## config.mk

```make
export PLATFORM = sky130hd
export DESIGN_NAME = vol_i2c_ctrl
export DESIGN_NICKNAME = d
export VERILOG_FILES = /design/src/rtl/vol_i2c_pkg.sv /design/src/rtl/i2c_wr_engine.sv /design/src/rtl/vol_i2c_ctrl.sv
export SDC_FILE = /design/constraint.sdc
export NUM_CORES = 1
export LEC_CHECK = 0
export BUFFER_PORTS_ARGS = -buffer_cell sky130_fd_sc_hd__buf_2
export CORE_ASPECT_RATIO = 0.7
export CORE_UTILIZATION = 35
export DETAILED_ROUTE_END_ITERATION = 10
export SLEW_MARGIN = 20
export SYNTH_ARGS = -nofsm -noshare
export SYNTH_HDL_FRONTEND = slang
export SYNTH_HIERARCHICAL = 1
export SYNTH_SLANG_ARGS = --single-unit
```

## constraint.sdc

```tcl
create_clock -name clk_50 -period 4.4 [get_ports clk_50]
set_input_delay 0.88 -clock clk_50 [delete_from_list [all_inputs] [get_ports clk_50]]
set_output_delay 0.88 -clock clk_50 [all_outputs]
set_load 0.02 [all_outputs]
```

## src/rtl/vol_i2c_pkg.sv

```systemverilog
// Shared types and constants for the WM8731 headphone-volume I2C sequencer.
package vol_i2c_pkg;

  typedef enum logic [2:0] {
    IDLE,
    WAIT_BUS,
    WRITE,
    RETRY_WAIT,
    DONE
  } vol_state_t;

  // Codec register address (LHPOUT) and the both-channels bit that rides in
  // the LSB of the register-address byte.
  localparam logic [6:0]  LHPOUT_ADDR = 7'h02;
  localparam logic        LRHPBOTH    = 1'b1;
  localparam int unsigned LZCEN_BIT   = 7;

  localparam int unsigned NUM_BYTES  = 3;
  localparam int unsigned BYTE_CNT_W = 2;

  // Width of the quarter-period counter for a given clock/SCL ratio.
  function automatic int unsigned div_w(input int unsigned clk_hz, input int unsigned i2c_hz);
    int unsigned q;
    q = clk_hz / (4 * i2c_hz);
    return (q < 2) ? 1 : $clog2(q);
  endfunction

endpackage

```

## src/rtl/i2c_wr_engine.sv

```systemverilog
// Three-byte I2C master write: START, 3 x (8 data + ACK), STOP.
// Each bit uses four quarter-periods: SDA change, SCL rise, sample, SCL fall.
module i2c_wr_engine
  import vol_i2c_pkg::*;
#(
  parameter int unsigned CLK_HZ = 50000000,
  parameter int unsigned I2C_HZ = 100000
) (
  input  logic        clk,
  input  logic        rst_n,
  input  logic        start,
  input  logic [23:0] wr_data,
  input  logic        sda_in,
  output logic        scl,
  output logic        sda_oe,
  output logic        busy,
  output logic        done,
  output logic        nack
);

  localparam int unsigned QDIV = CLK_HZ / (4 * I2C_HZ);
  localparam int unsigned QW   = div_w(CLK_HZ, I2C_HZ);

  typedef enum logic [1:0] {E_IDLE, E_START, E_BIT, E_STOP} emode_t;

  emode_t                mode;
  logic [QW-1:0]         qcnt;
  logic [1:0]            ph;
  logic [3:0]            bit_idx;
  logic [BYTE_CNT_W-1:0] byte_idx;
  logic [23:0]           sh;
  logic                  sda_s1;
  logic                  sda_s2;
  logic                  step;

  assign step = (qcnt == QW'(QDIV - 1));

  // Bit sequencer: quarter-period divider, bit/byte counters and pin drive.
  always_ff @(posedge clk or negedge rst_n) begin
    if (!rst_n) begin
      mode     <= E_IDLE;
      qcnt     <= '0;
      ph       <= 2'd0;
      bit_idx  <= 4'd0;
      byte_idx <= '0;
      sh       <= '0;
      sda_s1   <= 1'b1;
      sda_s2   <= 1'b1;
      scl      <= 1'b1;
      sda_oe   <= 1'b0;
      busy     <= 1'b0;
      done     <= 1'b0;
      nack     <= 1'b0;
    end else begin
      sda_s1 <= sda_in;
      sda_s2 <= sda_s1;
      done   <= 1'b0;
      if (mode == E_IDLE) begin
        qcnt <= '0;
        ph   <= 2'd0;
        if (start) begin
          mode     <= E_START;
          busy     <= 1'b1;
          nack     <= 1'b0;
          sh       <= wr_data;
          bit_idx  <= 4'd0;
          byte_idx <= '0;
        end
      end else begin
        qcnt <= step ? '0 : qcnt + 1'b1;
        if (step) begin
          ph <= ph + 2'd1;
          case (mode)
            E_START: begin
              if (ph == 2'd0) begin
                sda_oe <= 1'b1;
              end else begin
                scl  <= 1'b0;
                mode <= E_BIT;
                ph   <= 2'd0;
              end
            end
            E_BIT: begin
              case (ph)
                2'd0: sda_oe <= (bit_idx == 4'd8) ? 1'b0 : ~sh[23];
                2'd1: scl <= 1'b1;
                2'd2: if (bit_idx == 4'd8 && sda_s2) nack <= 1'b1;
                default: begin
                  scl <= 1'b0;
                  if (bit_idx == 4'd8) begin
                    bit_idx <= 4'd0;
                    if (nack || byte_idx == BYTE_CNT_W'(NUM_BYTES - 1)) begin
                      mode <= E_STOP;
                    end else begin
                      byte_idx <= byte_idx + BYTE_CNT_W'(1);
                    end
                  end else begin
                    bit_idx <= bit_idx + 4'd1;
                    sh      <= {sh[22:0], 1'b0};
                  end
                end
              endcase
            end
            E_STOP: begin
              case (ph)
                2'd0: sda_oe <= 1'b1;
                2'd1: scl <= 1'b1;
                2'd2: sda_oe <= 1'b0;
                default: begin
                  mode <= E_IDLE;
                  busy <= 1'b0;
                  done <= 1'b1;
                end
              endcase
            end
            default: mode <= E_IDLE;
          endcase
        end
      end
    end
  end

endmodule

```

## src/rtl/vol_i2c_ctrl.sv

```systemverilog
// Headphone-volume sequencer: waits for the HPS PIO to leave the I2C bus idle,
// takes it, writes WM8731 LHPOUT (both channels) and hands the bus back.
// Build option: define VOL_ZC_EN to set LZCEN so the codec applies the change
// at zero-cross.
module vol_i2c_ctrl
  import vol_i2c_pkg::*;
#(
  parameter int unsigned CLK_HZ    = 50000000,
  parameter int unsigned I2C_HZ    = 100000,
  parameter logic [6:0]  DEV_ADDR  = 7'h1A,
  parameter int unsigned IDLE_GAP  = 64,
  parameter int unsigned RETRY_MAX = 3
) (
  input  logic       clk_50,
  input  logic       reset_n,
  input  logic [6:0] vol_level,
  input  logic       vol_req,
  output logic       vol_req_rcvd,
  output logic       vol_set_done,
  output logic       vol_err,
  input  logic       pio_scl,
  input  logic       pio_sda_oe,
  output logic       i2c_scl,
  output logic       i2c_sda_oe,
  input  logic       i2c_sda_in,
  output logic       bus_owned
);

  localparam int unsigned GAP_W = $clog2(IDLE_GAP + 1);
  localparam int unsigned RTY_W = $clog2(RETRY_MAX + 2);

`ifdef VOL_ZC_EN
  localparam logic ZC = 1'b1;
`else
  localparam logic ZC = 1'b0;
`endif

  vol_state_t       state;
  logic [6:0]       vol_lat;
  logic [GAP_W-1:0] gap_cnt;
  logic [RTY_W-1:0] retry_cnt;
  logic             req_s1;
  logic             req_s2;
  logic             req_s3;
  logic             eng_start;
  logic             eng_scl;
  logic             eng_sda_oe;
  logic             eng_busy;
  logic             eng_done;
  logic             eng_nack;
  logic [7:0]       data_byte;
  logic [23:0]      wr_data;
  logic             pio_idle;

  // Volume data byte with the optional zero-cross enable in bit 7.
  always_comb begin
    data_byte            = {1'b0, vol_lat};
    data_byte[LZCEN_BIT] = ZC;
  end

  assign wr_data  = {DEV_ADDR, 1'b0, LHPOUT_ADDR, LRHPBOTH, data_byte};
  assign pio_idle = pio_scl && !pio_sda_oe;

  i2c_wr_engine #(
    .CLK_HZ(CLK_HZ),
    .I2C_HZ(I2C_HZ)
  ) u_engine (
    .clk    (clk_50),
    .rst_n  (reset_n),
    .start  (eng_start),
    .wr_data(wr_data),
    .sda_in (i2c_sda_in),
    .scl    (eng_scl),
    .sda_oe (eng_sda_oe),
    .busy   (eng_busy),
    .done   (eng_done),
    .nack   (eng_nack)
  );

  // Request handshake, bus acquisition and retry control.
  always_ff @(posedge clk_50 or negedge reset_n) begin
    if (!reset_n) begin
      state        <= IDLE;
      vol_lat      <= 7'd0;
      gap_cnt      <= '0;
      retry_cnt    <= '0;
      req_s1       <= 1'b0;
      req_s2       <= 1'b0;
      req_s3       <= 1'b0;
      eng_start    <= 1'b0;
      vol_req_rcvd <= 1'b0;
      vol_set_done <= 1'b0;
      vol_err      <= 1'b0;
      bus_owned    <= 1'b0;
    end else begin
      req_s1    <= vol_req;
      req_s2    <= req_s1;
      req_s3    <= req_s2;
      eng_start <= 1'b0;
      case (state)
        IDLE: begin
          if (req_s2 && !req_s3) begin
            vol_lat      <= vol_level;
            vol_req_rcvd <= 1'b1;
            vol_err      <= 1'b0;
            retry_cnt    <= '0;
            gap_cnt      <= '0;
            state        <= WAIT_BUS;
          end
        end
        WAIT_BUS: begin
          if (!pio_idle) begin
            gap_cnt <= '0;
          end else if (gap_cnt == GAP_W'(IDLE_GAP)) begin
            if (!eng_busy) begin
              gap_cnt   <= '0;
              bus_owned <= 1'b1;
              eng_start <= 1'b1;
              state     <= WRITE;
            end
          end else begin
            gap_cnt <= gap_cnt + 1'b1;
          end
        end
        WRITE: begin
          if (eng_done) begin
            if (eng_nack) begin
              state <= RETRY_WAIT;
            end else begin
              bus_owned    <= 1'b0;
              vol_set_done <= 1'b1;
              state        <= DONE;
            end
          end
        end
        RETRY_WAIT: begin
          bus_owned <= 1'b0;
          if (retry_cnt == RTY_W'(RETRY_MAX)) begin
            vol_err      <= 1'b1;
            vol_set_done <= 1'b1;
            state        <= DONE;
          end else begin
            retry_cnt <= retry_cnt + 1'b1;
            gap_cnt   <= '0;
            state     <= WAIT_BUS;
          end
        end
        DONE: begin
          if (!req_s2) begin
            vol_req_rcvd <= 1'b0;
            vol_set_done <= 1'b0;
            state        <= IDLE;
          end
        end
        default: state <= IDLE;
      endcase
    end
  end

  // Pin mux: PIO pass-through unless the engine owns the bus; released in reset.
  always_ff @(posedge clk_50 or negedge reset_n) begin
    if (!reset_n) begin
      i2c_scl    <= 1'b1;
      i2c_sda_oe <= 1'b0;
    end else if (bus_owned) begin
      i2c_scl    <= eng_scl;
      i2c_sda_oe <= eng_sda_oe;
    end else begin
      i2c_scl    <= pio_scl;
      i2c_sda_oe <= pio_sda_oe;
    end
  end

endmodule

```

==> results of run 1 <==
## metal layers
layer	GRT usage (%)	up-vias	part of all wire (%)
met5	0	-	0
met4	4.65	0	1.2
met3	4.95	9	3.7
met2	21.3	47	43
met1	20.5	1415	52
li1	-	1437	-
## through the flow
step	util [%]	std cells	worst slack [ns]	power (uW)	cell area (um2)
after CTS	41.7	576	2.12	2220	4630
after detailed placement	38.7	560	2.13	1380	4290
final	41.9	577	2.13	2180	4650
after global placement	38.7	560	2.17	1370	4290
after global routing	41.9	577	1.89	2320	4650
after floorplan	-	401	2.39	1250	4070
## layout by cell type, fill, tap and decap left out, drive strengths merged, types with 3 or more instances in the layout
cell type / netlist / layout
a21oi: 13 / 13
a22o: 3 / 3
and3: 4 / 4
buf: 7 / 21
clkbuf: 7 / 13
conb: 2 / 17
dfrtp: 74 / 74
dfstp: 4 / 4
ha: 19 / 19
inv: 21 / 21
mux2: 11 / 11
mux2i: 29 / 29
nand2: 22 / 22
nand2b: 8 / 8
nand3: 12 / 12
nand4: 3 / 3
nor2: 24 / 24
nor2b: 3 / 3
nor3: 5 / 5
o21ai: 63 / 63
o21bai: 3 / 3
o31ai: 3 / 3
xor2: 4 / 4
## worst reg2reg max path, cell delays in order, from the launching register on
cell	delay (ns)
dfrtp_1	0.41
inv_1	0.06
ha_1	0.23
nand2_1	0.17
o41a_1	0.69
or2_4	0.43
o21ai_0	0.15
## cell type report
| type | count | area (um2) | area share [%] |
|---|---|---|---|
| inverter | 21 | 78.8 | 1.70 |
| timing repair buffer | 21 | 128 | 2.75 |
| clock inverter | 3 | 65.1 | 1.40 |
| multi-input combinational | 288 | 1960 | 42.1 |
| tap | 153 | 191 | 4.12 |
| clock buffer | 13 | 270 | 5.81 |
| sequential | 78 | 1960 | 42.1 |
## worst max path at each step
stage | slack, ns | depth (start not counted) | from | end
after CTS | 2.12 | 6 | u_engine/qcnt[0]$_DFF_PN0_ | u_engine/sh[8]$_DFFE_PN0P_
after global routing | 1.89 | 5 | u_engine/mode[0]$_DFFE_PN0P_ | u_engine/sh[10]$_DFFE_PN0P_
after floorplan | 2.39 | 5 | pio_sda_oe | gap_cnt[6]$_DFFE_PN0P_
after detailed placement | 2.13 | 5 | u_engine/mode[1]$_DFFE_PN0P_ | u_engine/sh[0]$_DFFE_PN0P_
final | 2.13 | 6 | u_engine/qcnt[0]$_DFF_PN0_ | u_engine/sh[10]$_DFFE_PN0P_
after global placement | 2.17 | 5 | u_engine/mode[0]$_DFFE_PN0P_ | u_engine/sh[0]$_DFFE_PN0P_
## cell families after synthesis
logic type | Yosys count
mux | 40
simple gates | 96
flops | 78
fa+ha+maj | 19
other cells | 2
compound gates | 111
buf+inv | 35
xor+xnor | 5
## power breakdown
group | leakage [uW] | internal [uW] | switching [uW]
clock | 0.000166 | 542 | 279
sequential | 0.000953 | 787 | 59.1
combinational | 0.000905 | 208 | 308
## flip-flops by register name (all words and copies together) (netlist names), 2 cells and up
name	count
gap_cnt	7
retry_cnt	3
state	3
u_engine/bit_idx	4
u_engine/byte_idx	2
u_engine/mode	2
u_engine/ph	2
u_engine/qcnt	7
u_engine/sh	24
vol_lat	7
==> key figures, run 1 <==
Outcome
  – Status: complete, no violations

Place
  – Routability cong.: 0.805
  – Dpl hpwl: 5150 um
  – IO buf count: 18

Timing
  – Slew HR: 45.3%
  – TNS Setup: 0 ns
  – Final setup violation count: 0
  – Hold Vio Cnt, Final: 0
  – Worst-Margin Slew: 0.820 ns
  – RSZ-0062 raised after global routing: no
  – Crit share post-route: 51.7%
  – Period minus WS final: 2.27 ns
  – Worst Skew: 0.00587 ns
  – Worst hold slack: 0.352 ns
  – Max Fclk: 440 MHz
  – Pins Over Slew Limit: 0

Clock network
  – Hold_buf cts: 0
  – Clock Path Buffers: 2
  – CTS root buf: clkbuf_16
  – Clock transition at path regs: 0.06 ns
  – H-Tree Level Count: 3
  – Skew-Pair Late Insertion Delay: 0.34 ns
  – Post_cts resized: 0
  – TritonCTS clock tree: yes
  – Total CTS buffers: 9
  – Setup bufs post-CTS: 0
  – Clock sinks: 78

Floorplan
  – Num ports: 19
  – Core Region: 11100 um2
  – # rows: 32
  – Die X: 130 um
  – Die Y: 91.6 um
  – Total die area: 11900 um2
  – Starting Density: 36.2%

Critical path
  – Critical path cell sequence: inv_1 > ha_1 > nand2_1 > o41a_1 > or2_4 > o21ai_0
  – Worst R2R Start: u_engine/qcnt[0]$_DFF_PN0_
  – R2R cell count: 6
  – CP Class: reg -> reg
  – Top delay family on crit path: compound AO/OA/AOI/OAI gates
  – Worst r2r dst: u_engine/sh[10]$_DFFE_PN0P_
  – WP data arrival: 2.48 ns
  – Buf/Inv on CP: 1
  – CP required: 4.61 ns
  – Slowest cell on the critical path: o41a_1
  – Crit end category: flop
  – Slowest stage delay, CP: 0.69 ns
  – R2r setup slk: 2.13 ns
  – CP Max Fanout: 25
  – Startpoint types: flop

Synth
  – Cell Area, Synth: 4010 um2
  – Post-synthesis simple-gate area fraction: 13.1%
  – Yosys warns: 6
  – Largest family of logic cells by synthesized area: compound AO/OA/AOI/OAI gates
  – Synth cell types: 66
  – Main synth FF type: dfrtp_1
  – Yosys top cell by area: dfrtp_1
  – Post-synth ARST share: 100%
  – FF+latch count, synth: 78
  – Complex-gate fraction of the synthesized area: 16.8%
  – Post-synth EDFFs: 0
  – Top post-synthesis cells by count: dfrtp_1 (74), o21ai_0 (43), mux2i_1 (29)
  – Seq/Total Area, Yosys: 48.8%
  – Post-Syn Instances: 386
  – Count leader, synth: dfrtp_1
  – Mux cell area share after synthesis: 10.3%
  – Top cells by area, synth: dfrtp_1 (46%), mux2i_1 (7.2%), ha_1 (5.9%), o21ai_0 (5.4%), mux2_2 (3.1%)
  – Average size of a mapped cell: 10.4 um2
  – XOR/XNOR share of the synthesized area: 1.09%
  – Adder-Cell Fraction of Synth Area: 5.93%
  – Yosys top cell area share: 46.2%

Detailed routing
  – Via-to-Cell Ratio: 5.04
  – Drt drc: 0
  – Post-Route WL: 7880 um
  – Via Count: 2908
  – DRT iter0 DRCs: 148
  – Wire per inst: 13.7 um
  – Post-route ant nets: 0
  – Drt pass-1 iters: 4

Power and ir drop
  – Pwr Density: 470 nW/um2
  – Leakage Power: 0.00202 uW
  – Max VDD drop: 0.229 mV

Finish
  – Layout fillers: 1104
  – Syn-to-layout area delta: 15.9%
  – Share of cells above drive strength 1: 14.6%
  – Layout Nets: 451
  – N_diodes: 0

Job
  – Max Cap Viol: 0

Global routing
  – Largest net degree at the start of global routing: 79
  – Initial antenna violation count: 0
  – GRT Total Usage: 14.7%
  – Vias in the first global route: 2798
  – First-pass GRT wire length: 13500 um
  – GR Overflow Total: 0

Min path
  – Hold Crit Depth: 0
  – Hold Path End: req_s2$_DFF_PN0_
  – HP Start: req_s1$_DFF_PN0_
  – Tightest Hold Check Type: reg -> reg
Note: power is estimated with default switching activity, not from simulation.
==> run 2, diff against run 1 <==
- clock period: 4.4 -> 1.8 ns (I/O delays scaled with it)
==> run 2 against run 1 <==
  * Clock-buffer cell count decreased by 4
  * Sequential power is 140% higher
  * Highest routed layer unchanged
  * Critical path type unchanged
  * The flow now finishes with violations (negative setup slack)
  * Power rose to 2.6 times the previous value
  * First-iteration DRC count up 25%
  * Maximum frequency grew 26%
  * Clock skew up 0.0017 ns
  * Sequential share of layout area decreased by 3.0 points
  * Clock power increased by 120%
  * Hold slack lost 0.21 ns
  * Utilization rose by 3.2 points
  * Sequential cell count did not move
==> key figures, run 2 (synthesis results as in run 1) <==
Timing
  – Pins Over Slew Limit: 0 (unchanged)
  – Max Fclk: 554 MHz (+26%)
  – Crit share post-route: 100% (+49 points)
  – Period minus WS final: 1.81 ns (-0.467 ns)
  – Worst Skew: 0.00752 ns (+0.00166 ns)
  – RSZ-0062 raised after global routing: yes
  – Final WS setup: -0.00607 ns (-2.13 ns)
  – Hold Vio Cnt, Final: 0 (unchanged)
  – Final setup violation count: 1 (+1)
  – Worst hold slack: 0.140 ns (-0.212 ns)

Floorplan
  – Num ports: 19 (unchanged)
  – Die Y: 91.6 um (unchanged)
  – Core Region: 11100 um2 (unchanged)
  – Starting Density: 36.2% (unchanged)
  – Total die area: 11900 um2 (unchanged)
  – Die X: 130 um (unchanged)
  – # rows: 32 (unchanged)

Critical path
  – WP data arrival: 2.02 ns (-0.46 ns)
  – Startpoint types: flop
  – Total stage count of the critical path: 7 (+1)
  – R2R cell count: 7 (+1)
  – CP most frequent cell: buf_4
  – Slowest cell on the critical path: dfrtp_1
  – Critical path cell sequence: buf_4 > ha_1 > nand3b_1 > o311a_1 > o311ai_2 > buf_4 > mux2_4
  – CP required: 2.02 ns (-2.59 ns)
  – R2r setup slk: -0.006 ns (-2.13 ns)
  – Crit end category: flop
  – Top delay family on crit path: flip-flops
  – CP Class: reg -> reg
  – CP Max Fanout: 2 (-92%)
  – Slowest stage delay, CP: 0.40 ns (-0.29 ns)
  – Buf/Inv on CP: 2 (+1)

Clock network
  – Clock sinks: 78 (unchanged)
  – TritonCTS clock tree: yes
  – Clock Path Buffers: 2 (unchanged)
  – CTS root buf: clkbuf_16
  – Clock transition at path regs: 0.06 ns (about the same)
  – H-Tree Level Count: 3 (unchanged)
  – Total CTS buffers: 9 (unchanged)
  – Skew-Pair Late Insertion Delay: 0.34 ns (about the same)

Detailed routing
  – Post-route ant nets: 0 (unchanged)
  – Post-Route WL: 8600 um (+9.1%)
  – DRT iter0 DRCs: 185 (+25%)
  – Wire per inst: 13.9 um (+2.0%)
  – Drt drc: 0 (unchanged)
  – Via-to-Cell Ratio: 5.03 (-0.24%)
  – Via Count: 3102 (+6.7%)
  – Drt pass-1 iters: 4 (unchanged)

Finish
  – Layout fillers: 1062 (-3.8%)
  – Syn-to-layout area delta: 24.7%
  – Largest Register: u_engine/sh
  – Most frequent cells in the layout: dfrtp_1 (74), o21ai_0 (40), buf_4 (39)
  – Most common cell after layout, fill and taps aside: dfrtp_1
  – Number of flip-flops in the largest register: 24 (unchanged)
  – N_diodes: 0 (unchanged)
  – Layout Nets: 491 (+8.9%)
  – Share of cells above drive strength 1: 25.2% (+11 points)

Global routing
  – Vias in the first global route: 3012 (+7.6%)
  – GR Overflow Total: 0 (unchanged)
  – GRT Total Usage: 15.9% (+1.2 points)
  – First-pass GRT wire length: 14700 um (+9.2%)
  – Largest net degree at the start of global routing: 37 (-53%)
  – Initial antenna violation count: 0 (unchanged)

Outcome
  – Status: complete, but fails checks
  – Failing checks: negative setup slack

Place
  – Dpl ws: -0.0458 ns (-2.17 ns)
  – Dpl hpwl: 5880 um (+14%)
  – IO buf count: 18 (unchanged)
  – Routability cong.: 0.839 (+4.2%)

Job
  – Max Cap Viol: 0 (unchanged)

Min path
  – Tightest Hold Check Type: in -> reg
  – Hold Crit Depth: 1 (+1)

Power and ir drop
  – Max VDD drop: 0.726 mV (+220%)
  – Pwr Density: 1130 nW/um2 (+140%)
  – Leakage Power: 0.00219 uW (+8.3%)
[run 2: cell types whose count changed in the layout (fill, tap and decap cells not counted), moves of 3 or more]
cell        delta
buf_4         +36
clkinvlp_4     +3
buf_6          +3
inv_1          -3
ha_2           +3
ha_1           -6
o21ai_1        +3
clkbuf_8       -3
ha_4           +3
o21ai_0        -3
inv_2          +3
[run 2: metrics by stage]
stage / TNS, ns / utilization (%) / std cells / total power (uW) / area (um2)
after floorplan: 0 / - / 401 / 3050 / 4070
after global placement: 0 / 41.3 / 597 / 3620 / 4590
after detailed placement: -0.0458 / 41.3 / 597 / 3650 / 4590
after CTS: 0 / 44.2 / 615 / 5530 / 4910
after global routing: -0.297 / 45.1 / 617 / 6000 / 5000
final: -0.00607 / 45.1 / 617 / 5670 / 5000
[run 2: metal layers]
metal | track usage, % | vias up | wire, um
met5 | 0 | - | 0
met4 | 4.55 | 0 | 93
met3 | 4.42 | 10 | 251
met2 | 23.3 | 35 | 3760
met1 | 22.7 | 1535 | 4490
li1 | - | 1522 | -
[run 2: area by class of cell]
type / instances / area (um2) / area share, %
inverters: 21 / 78.8 / 1.58
flip-flops and latches: 78 / 1960 / 39.1
repair buffers: 61 / 442 / 8.83
clock buffers: 9 / 225 / 4.50
multi-input cells: 288 / 2030 / 40.6
clock inverters: 7 / 75.1 / 1.50
well taps: 153 / 191 / 3.83
[run 2: repair_timing]
item	4_1_cts	5_1_grt
endpoints found under the setup margin	2	30
pin swaps	0	4
resized for setup	2	23
hold buffers	1	0
buffers inserted	1	2
endpoints found under the hold margin	20	0
[run 2: power breakdown]
group          internal (uW)  switching (uW)  leakage (uW)
clock network           1080             749      0.000138
registers               1920             118      0.000953
logic                    839             963       0.00110
total                   3840            1830       0.00219
[run 2: worst paths after layout]
kind | from | endpoint
worst min register to register | req_s1$_DFF_PN0_ | req_s2$_DFF_PN0_
worst min-delay path | i2c_sda_in | u_engine/sda_s1$_DFF_PN1_
max in group asynchronous | reset_n | u_engine/qcnt[4]$_DFF_PN0_
min in group asynchronous | reset_n | gap_cnt[4]$_DFFE_PN0P_
worst max-delay path | u_engine/mode[0]$_DFFE_PN0P_ | u_engine/mode[1]$_DFFE_PN0P_
worst max register to register | u_engine/mode[0]$_DFFE_PN0P_ | u_engine/mode[1]$_DFFE_PN0P_
